**src/rtl/dmem_arb_pkg.sv**
```systemverilog
// Shared encodings and defaults for the data-memory arbiter and its read-return helper.
// Used by dmem_arbiter (which also honours the optional DMEM_ARB_RR_EN build macro).
package dmem_arb_pkg;

   typedef enum logic [1:0] {
      ST_IDLE = 2'd0,
      ST_CPU  = 2'd1,
      ST_DBG  = 2'd2,
      ST_LOCK = 2'd3
   } arb_state_t;

   localparam logic PORT_CPU = 1'b0;
   localparam logic PORT_DBG = 1'b1;

   localparam int STARVE_MAX_DEFAULT = 4;
   localparam int STARVE_CNT_W       = 4;

   // Saturating increment of the debug wait counter.
   function automatic logic [STARVE_CNT_W-1:0] starve_inc(
      input logic [STARVE_CNT_W-1:0] cnt,
      input logic [STARVE_CNT_W-1:0] lim
   );
      return (cnt >= lim) ? lim : cnt + 1'b1;
   endfunction

endpackage

```
**src/rtl/dmem_rd_return.sv**
```systemverilog
// Registered read-return for one requester: captures memory data on a granted load
// and raises a one-cycle valid pulse on the following cycle.
module dmem_rd_return
   import dmem_arb_pkg::*;
#(
   parameter int DATA_W = 32
) (
   input  logic              clk,
   input  logic              reset,
   input  logic              ld_stb,
   input  logic [DATA_W-1:0] mem_rdata,
   output logic              rvalid,
   output logic [DATA_W-1:0] rdata
);

   logic              vld_p1;
   logic [DATA_W-1:0] data_p1;

   // Stage p1: one cycle after the granted load
   always_ff @(posedge clk or negedge reset) begin
      if (!reset) begin
         vld_p1  <= 1'b0;
         data_p1 <= '0;
      end else begin
         vld_p1 <= ld_stb;
         if (ld_stb) begin
            data_p1 <= mem_rdata;
         end
      end
   end

   assign rvalid = vld_p1;
   assign rdata  = data_p1;

endmodule

```
**src/rtl/dmem_arbiter.sv**
```systemverilog
// Single-port data-memory arbiter between the CPU load/store port and the debug/loader port.
// Build macro DMEM_ARB_RR_EN selects round-robin conflict resolution instead of fixed priority.
module dmem_arbiter
   import dmem_arb_pkg::*;
#(
   parameter int ADDR_W     = 32,
   parameter int DATA_W     = 32,
   parameter int STARVE_MAX = STARVE_MAX_DEFAULT
) (
   input  logic              clk,
   input  logic              reset,
   input  logic              cpu_req,
   input  logic              cpu_we,
   input  logic [ADDR_W-1:0] cpu_addr,
   input  logic [DATA_W-1:0] cpu_wdata,
   output logic              cpu_gnt,
   output logic              cpu_stall,
   output logic              cpu_rvalid,
   output logic [DATA_W-1:0] cpu_rdata,
   input  logic              dbg_req,
   input  logic              dbg_we,
   input  logic [ADDR_W-1:0] dbg_addr,
   input  logic [DATA_W-1:0] dbg_wdata,
   output logic              dbg_gnt,
   output logic              dbg_rvalid,
   output logic [DATA_W-1:0] dbg_rdata,
   input  logic              dbg_lock,
   output logic              mem_we,
   output logic [ADDR_W-1:0] mem_addr,
   output logic [DATA_W-1:0] mem_wdata,
   input  logic [DATA_W-1:0] mem_rdata,
   output logic [1:0]        owner
);

   arb_state_t state;
   arb_state_t state_nxt;
   logic       cpu_win;
   logic       dbg_win;
   logic       lock_hold;
   logic       conflict;
   logic       dbg_pick;

`ifdef DMEM_ARB_RR_EN
   logic last_win;

   // On a conflict the port that did not win most recently goes first.
   always_ff @(posedge clk or negedge reset) begin
      if (!reset) begin
         last_win <= PORT_DBG;
      end else if (cpu_win) begin
         last_win <= PORT_CPU;
      end else if (dbg_win) begin
         last_win <= PORT_DBG;
      end
   end

   assign dbg_pick = (last_win == PORT_CPU);
`else
   localparam logic [STARVE_CNT_W-1:0] STARVE_LIM = STARVE_CNT_W'(STARVE_MAX);

   logic [STARVE_CNT_W-1:0] starve_cnt;

   always_ff @(posedge clk or negedge reset) begin
      if (!reset) begin
         starve_cnt <= '0;
      end else if (dbg_req && !dbg_win) begin
         starve_cnt <= starve_inc(starve_cnt, STARVE_LIM);
      end else begin
         starve_cnt <= '0;
      end
   end

   // A debug request denied STARVE_MAX cycles in a row is forced through once.
   assign dbg_pick = (starve_cnt == STARVE_LIM);
`endif

   assign conflict = cpu_req && dbg_req;

   // Arbitration: a held lock excludes the CPU; a released lock arbitrates normally this cycle.
   always_comb begin
      cpu_win   = 1'b0;
      dbg_win   = 1'b0;
      lock_hold = reset && (state == ST_LOCK) && dbg_lock;
      if (reset) begin
         if (lock_hold) begin
            dbg_win = dbg_req;
         end else if (conflict) begin
            dbg_win = dbg_pick;
            cpu_win = !dbg_pick;
         end else begin
            cpu_win = cpu_req;
            dbg_win = dbg_req;
         end
      end
   end

   always_ff @(posedge clk or negedge reset) begin
      if (!reset) begin
         state <= ST_IDLE;
      end else begin
         state <= state_nxt;
      end
   end

   always_comb begin
      state_nxt = ST_IDLE;
      if (lock_hold) begin
         state_nxt = ST_LOCK;
      end else if (cpu_win) begin
         state_nxt = ST_CPU;
      end else if (dbg_win) begin
         state_nxt = dbg_lock ? ST_LOCK : ST_DBG;
      end
   end

   always_comb begin
      cpu_gnt   = cpu_win;
      dbg_gnt   = dbg_win;
      cpu_stall = reset && cpu_req && !cpu_win;
      mem_we    = 1'b0;
      mem_addr  = '0;
      mem_wdata = '0;
      if (cpu_win) begin
         mem_we    = cpu_we;
         mem_addr  = cpu_addr;
         mem_wdata = cpu_wdata;
      end else if (dbg_win) begin
         mem_we    = dbg_we;
         mem_addr  = dbg_addr;
         mem_wdata = dbg_wdata;
      end
   end

   assign owner = state;

   dmem_rd_return #(
      .DATA_W(DATA_W)
   ) u_cpu_ret (
      .clk      (clk),
      .reset    (reset),
      .ld_stb   (cpu_win && !cpu_we),
      .mem_rdata(mem_rdata),
      .rvalid   (cpu_rvalid),
      .rdata    (cpu_rdata)
   );

   dmem_rd_return #(
      .DATA_W(DATA_W)
   ) u_dbg_ret (
      .clk      (clk),
      .reset    (reset),
      .ld_stb   (dbg_win && !dbg_we),
      .mem_rdata(mem_rdata),
      .rvalid   (dbg_rvalid),
      .rdata    (dbg_rdata)
   );

   a_one_grant : assert property (@(posedge clk) disable iff (!reset) !(cpu_gnt && dbg_gnt));

endmodule

```
**config.mk**
```make
export PLATFORM = sky130hd
export DESIGN_NAME = dmem_arbiter
export DESIGN_NICKNAME = d
export VERILOG_FILES = /design/src/rtl/dmem_arb_pkg.sv /design/src/rtl/dmem_rd_return.sv /design/src/rtl/dmem_arbiter.sv
export SDC_FILE = /design/constraint.sdc
export NUM_CORES = 1
export LEC_CHECK = 0
export BUFFER_PORTS_ARGS = -buffer_cell sky130_fd_sc_hd__buf_2
export CORE_AREA = 3 3 116 118
export CTS_BUF_LIST = sky130_fd_sc_hd__clkbuf_8
export CTS_CLUSTER_SIZE = 8
export DETAILED_ROUTE_END_ITERATION = 7
export DIE_AREA = 0 0 119 121
export SETUP_SLACK_MARGIN = 0.15
export SLEW_MARGIN = 20
export SYNTH_ARGS = -nofsm -noshare
export SYNTH_HDL_FRONTEND = slang
export SYNTH_HIERARCHICAL = 1
export SYNTH_SLANG_ARGS = --single-unit
export TNS_END_PERCENT = 5
```
**constraint.sdc**
```tcl
create_clock -name clk -period 2.76 [get_ports clk]
set_input_delay 0 -clock clk [delete_from_list [all_inputs] [get_ports clk]]
set_output_delay 0 -clock clk [all_outputs]
set_load 0.02 [all_outputs]
```
## Word-level counts from Yosys, hierarchy flattened

Index checks and enable logic that the tools add are counted.

- Register bits: 72
- Output and inout port bits: 136

- Muxes and demuxes: 18
- Magnitude comparators: 1
- Equal/unequal tests: 2
- Add/subtract/negate cells: 1
- Reductions and logical operators: 13

Operators with widths:

| kind | count |
|---|---|
| $mux 32 | 4 |
| $mux 1 | 9 |
| $logic_and 1x1->1 | 8 |
| $mux 4 | 2 |
| $mux 2 | 3 |
| $logic_not 1->1 | 5 |
| $add 4x1->4 const B | 1 |
| $eq 4x3->1 const B | 1 |
| $ge 4x3->1 const B | 1 |
| $eq 2x2->1 const B | 1 |

## Logic depth before layout (Yosys ltp)

- Depth after elaboration: 8
- Depth in mapped cells: 10
- Gate-level depth less buffers: 6

## Modules after synthesis

Netlist, hierarchy kept.

By module, submodules not included:

| module | instances | area each (sq um) | cells an instance |
|---|---|---|---|
| dmem_rd_return | 2 | 1,370.1 | 69 |
| dmem_arbiter | 1 | 970.9 | 111 |

## Worst setup path after synthesis

OpenSTA, ideal clock, no wires.

- Kind: register -> register
- Start: register starve_cnt[0]
- End: register u_dbg_ret.data_p1[0], in the netlist u_dbg_ret/rdata[0]
- Arrival: 2.017 ns
- Cell stages (with the launch flop): 10
- Slack: 0.618 ns
- Cell sequence: dfrtp_1 > inv_1 > ha_1 > nand3b_1 > a31oi_2 > buf_2 > nor2b_1 > buf_6 > buf_12 > mux2_4

- Word-level cells in the longest chain between the ends: 5

RTL lines:

| element | line | source |
|---|---|---|
| start: declaration | dmem_arbiter.sv:61 | `logic [STARVE_CNT_W-1:0] starve_cnt;` |
| start signal: assignment | dmem_arbiter.sv:67 | `starve_cnt <= starve_inc(starve_cnt, STARVE_LIM);` |
| $eq 4x3->1 | dmem_arbiter.sv:74 | `assign dbg_pick = (starve_cnt == STARVE_LIM);` |
| $mux 1 | dmem_arbiter.sv:87 | `end else if (conflict) begin` |
| $mux 1 | dmem_arbiter.sv:85 | `if (lock_hold) begin` |
| $mux 1 | dmem_arbiter.sv:84 | `if (reset) begin` |
| named net dbg_gnt | dmem_arbiter.sv:24 | `output logic dbg_gnt,` |
| $logic_and 1x1->1 | dmem_arbiter.sv:152 | `.ld_stb (dbg_win && !dbg_we),` |
| end signal: assignment | dmem_rd_return.sv:27 | `data_p1 <= mem_rdata;` |
| end: declaration | dmem_rd_return.sv:17 | `logic [DATA_W-1:0] data_p1;` |

The timed path passes the listed nets, and every way through them passes these cells.
A chain may end at the register's enable or synchronous reset.

## Final worst setup path

- Start: register starve_cnt[0]
- End: output mem_addr[18]

- Word-level cells in the longest chain between the ends: 6

RTL lines:

| element | line | source |
|---|---|---|
| $eq 4x3->1 (*) | dmem_arbiter.sv:74 |  |
| $mux 1 / $logic_not 1->1 (equally long branches) | dmem_arbiter.sv:87, dmem_arbiter.sv:89 |  |
| $mux 1 (on tied branches) | dmem_arbiter.sv:85, dmem_arbiter.sv:87 |  |
| $mux 1 (on tied branches) | dmem_arbiter.sv:84, dmem_arbiter.sv:85 |  |
| $mux 32 / $mux 1 (equally long branches) | dmem_arbiter.sv:127, dmem_arbiter.sv:84 |  |
| $mux 32 (*) | dmem_arbiter.sv:123 | `if (cpu_win) begin` |
| end: declaration | dmem_arbiter.sv:29 | `output logic [ADDR_W-1:0] mem_addr,` |

Mark *: on every way between the ends. The rest lies on a longest branch, timed or not.

==> results.toml <==
[run_status]
outcome = "completed"

[sta]
fin_hold_ws_ns = 0.0593
finalCritPeriodShare_pct = 88.4
skew_ns = 0.0120
period_needed_ns = 2.44
tightest_slew_ns = 0.759
setup_viol = 0
hold_viol = 0
setup_tns_ns = 0
timing.fmax_mhz = 410
rsz0062_at_grt = "false"
relSlewSlack_pct = 49.4
layout_setup_ws_ns = 0.321
final_max_slew_viol_count = 0

[clock_tree]
cts_buffer_depth = 2
clk_pin_slew_ns = 0.08
cts_num_sinks = 72
root_buffer = "clkbuf_8"
tritoncts = "built"
cts_buffers = 9
cts_setup_buffers = 0
h-tree-depth = 3
clock_latency_ns = 0.34

[critical_path]
cp.required_ns = 2.76
critPathSlowestCell = "buf_4"
worstPathCellList = "inv_1 > ha_1 > nand4b_1 > and3b_2 > buf_4 > a22o_1 > buf_2"
timing.rr.start = "starve_cnt[0]$_DFF_PN0_"
r2r_cells = 7
cp-start-kind = "flip-flop"
path_max_fanout = 67
cp-end-kind = "output pin"
crit_path_start = "starve_cnt[0]$_DFF_PN0_"
r2r_slack_ns = 0.82
worstPathArrival_ns = 2.44
slowest_delay_ns = 0.52
criticalPathCategory = "flip-flop to output pin"
rr_endpoint = "u_dbg_ret/rdata[31]$_DFFE_PN0P_"

[drt]
via_count = 3528
wire_per_inst_um = 19.8
drt-pass1-iter-count = 4
totalWireLength_mm = 15.1
via_per_inst = 4.65
drtAntennaViolNets = 0
drtIter0Drc = 234
remaining_drc_errors = 0

[logic_synthesis]
ys_seq_area_share_pct = 48.6
yosys_warnings = 6
synthesis.nets = 418
syn_inst = 249
synth_seq_cells = 72
synth_cell_type_count = 24
syn_area_per_cell_um2 = 14.9
netlist_area_mm2 = 0.00371

[power_and_ir_drop]
power_leakage_nw = 3.18
power_density_mw_per_mm2 = 611
p_total_mw = 3.58
ir_drop_v = 0.000227

[hold_path]
whs_endpoint = "owner[0]$_DFF_PN0_"
hold_path.startpoint = "cpu_req"
hold_depth = 3
hold_path_class = "input port to flip-flop"

[grt]
grt_pass1_vias = 3642
grt-ovfl-total = 0
antenna_found_initial = 9
grt_pass1_wl_mm = 21.9
grt_max_degree = 71
grt_usage_pct = 20.1

[flow_run]
cap_violations = 0

[placed_design]
gp_congestion = 0.964
dp_slack_ns = 0.677
placed_cells = 707
port_buffers = 302
placed_area_mm2 = 0.00528
dp_hpwl_mm = 12.4

[layout]
area_growth_pct = 57.8
final_common_cell = "buf_2"
mostFrequentLayoutCells = "buf_2 (302), dfrtp_1 (72), a22o_1 (65)"
final_nets = 751
fin_cells = 759
fin_area_mm2 = 0.00586
final_util_pct = 46.6
drive_gt1_share_pct = 66.7

[floorplanning]
ioPinCount = 303
start_util_pct = 29.5
placeableCoreArea_mm2 = 0.0126
die_w_um = 119
row_count = 41
fp.dieH_um = 121
die_area_mm2 = 0.0144
[cells in the mapped netlist (all sizes together)]
library cell | n | area share [%]
buf | 20 | 6.0
conb | 1 | 0.10
a31oi | 1 | 0.34
nor2b | 2 | 0.34
nand2 | 4 | 0.40
o21ai | 1 | 0.13
nand4 | 1 | 0.17
a22o | 65 | 15
inv | 3 | 0.30
nor4 | 2 | 0.34
mux2 | 64 | 25
dfrtp | 72 | 49
and3b | 1 | 0.24
nor2 | 2 | 0.20
nand4b | 1 | 0.24
o31ai | 1 | 0.20
ha | 2 | 0.67
a22oi | 1 | 0.20
a41o | 1 | 0.27
nand3b | 1 | 0.20
clkbuf | 3 | 0.30
[layer usage]
| metal | share of wire (%) | track usage [%] | routed length, um |
|---|---|---|---|
| met1 | 39 | 23.9 | 5820 |
| met5 | 0.77 | 0 | 116 |
| met2 | 50 | 34.2 | 7510 |
| met4 | 0.99 | 4.49 | 149 |
| met3 | 9.8 | 7.93 | 1480 |
[critical path: cells and delay by family, from the launching register on]
family / cells / cell delay, ns
fa+ha+maj: 1 / 0.21
simple gates: 2 / 0.32
flops: 1 / 0.35
compound gates: 1 / 0.39
buf+inv: 3 / 0.80
[area by class of cell]
type,instances,area [um2]
Antenna cell,1,2.50
Clock buffer,12,165
Clock inverter,3,41.3
Timing Repair Buffer,345,1930
Inverter,3,11.3
Multi-Input combinational cell,151,1690
Tap cell,172,215
Fill cell,1161,6710
Sequential cell,72,1800
[worst max-delay path by stage]
stage | endpoint | cells after the start | slack [ns]
final | mem_addr[18] | 7 | 0.32
after CTS | mem_addr[18] | 7 | 0.29
after detailed placement | mem_addr[18] | 7 | 0.68
after global placement | mem_addr[18] | 7 | 0.70
after floorplan | u_dbg_ret/rdata[0]$_DFFE_PN0P_ | 9 | 0.62
after global routing | mem_addr[18] | 7 | 0.20
[logic make-up after synthesis]
kind of cell	after synthesis	share of synthesized area [%]
AO/OA/AOI/OAI	70	16.5
multiplexers	64	25.5
adder cells (fa/ha/maj)	2	0.674
AND/OR/NAND/NOR	14	2.12
flip-flops	72	48.6
buffers and inverters	26	6.57
other	1	0.101
[sequential cells by signal, summed over array words and instances (netlist names)]
signal / flops
starve_cnt: 4
u_dbg_ret/rvalid: 1
u_cpu_ret/rdata: 32
u_dbg_ret/rdata: 32
owner: 2
u_cpu_ret/rvalid: 1
[what timing repair did]
action,in CTS,in global routing
hold buffers,36,0
endpoints found under the setup margin,0,2
hold endpoints to repair,79,0
gates resized for setup,0,1
[where the power goes]
group          internal, mW  leakage (nW)  total [mW]  switching [mW]
combinational         0.629          2.21        1.34           0.709
sequential             1.27         0.866        1.39           0.119
clock                 0.484         0.106       0.852           0.368
total                  2.38          3.18        3.58            1.20
Note: power is estimated with default switching activity, not from simulation.
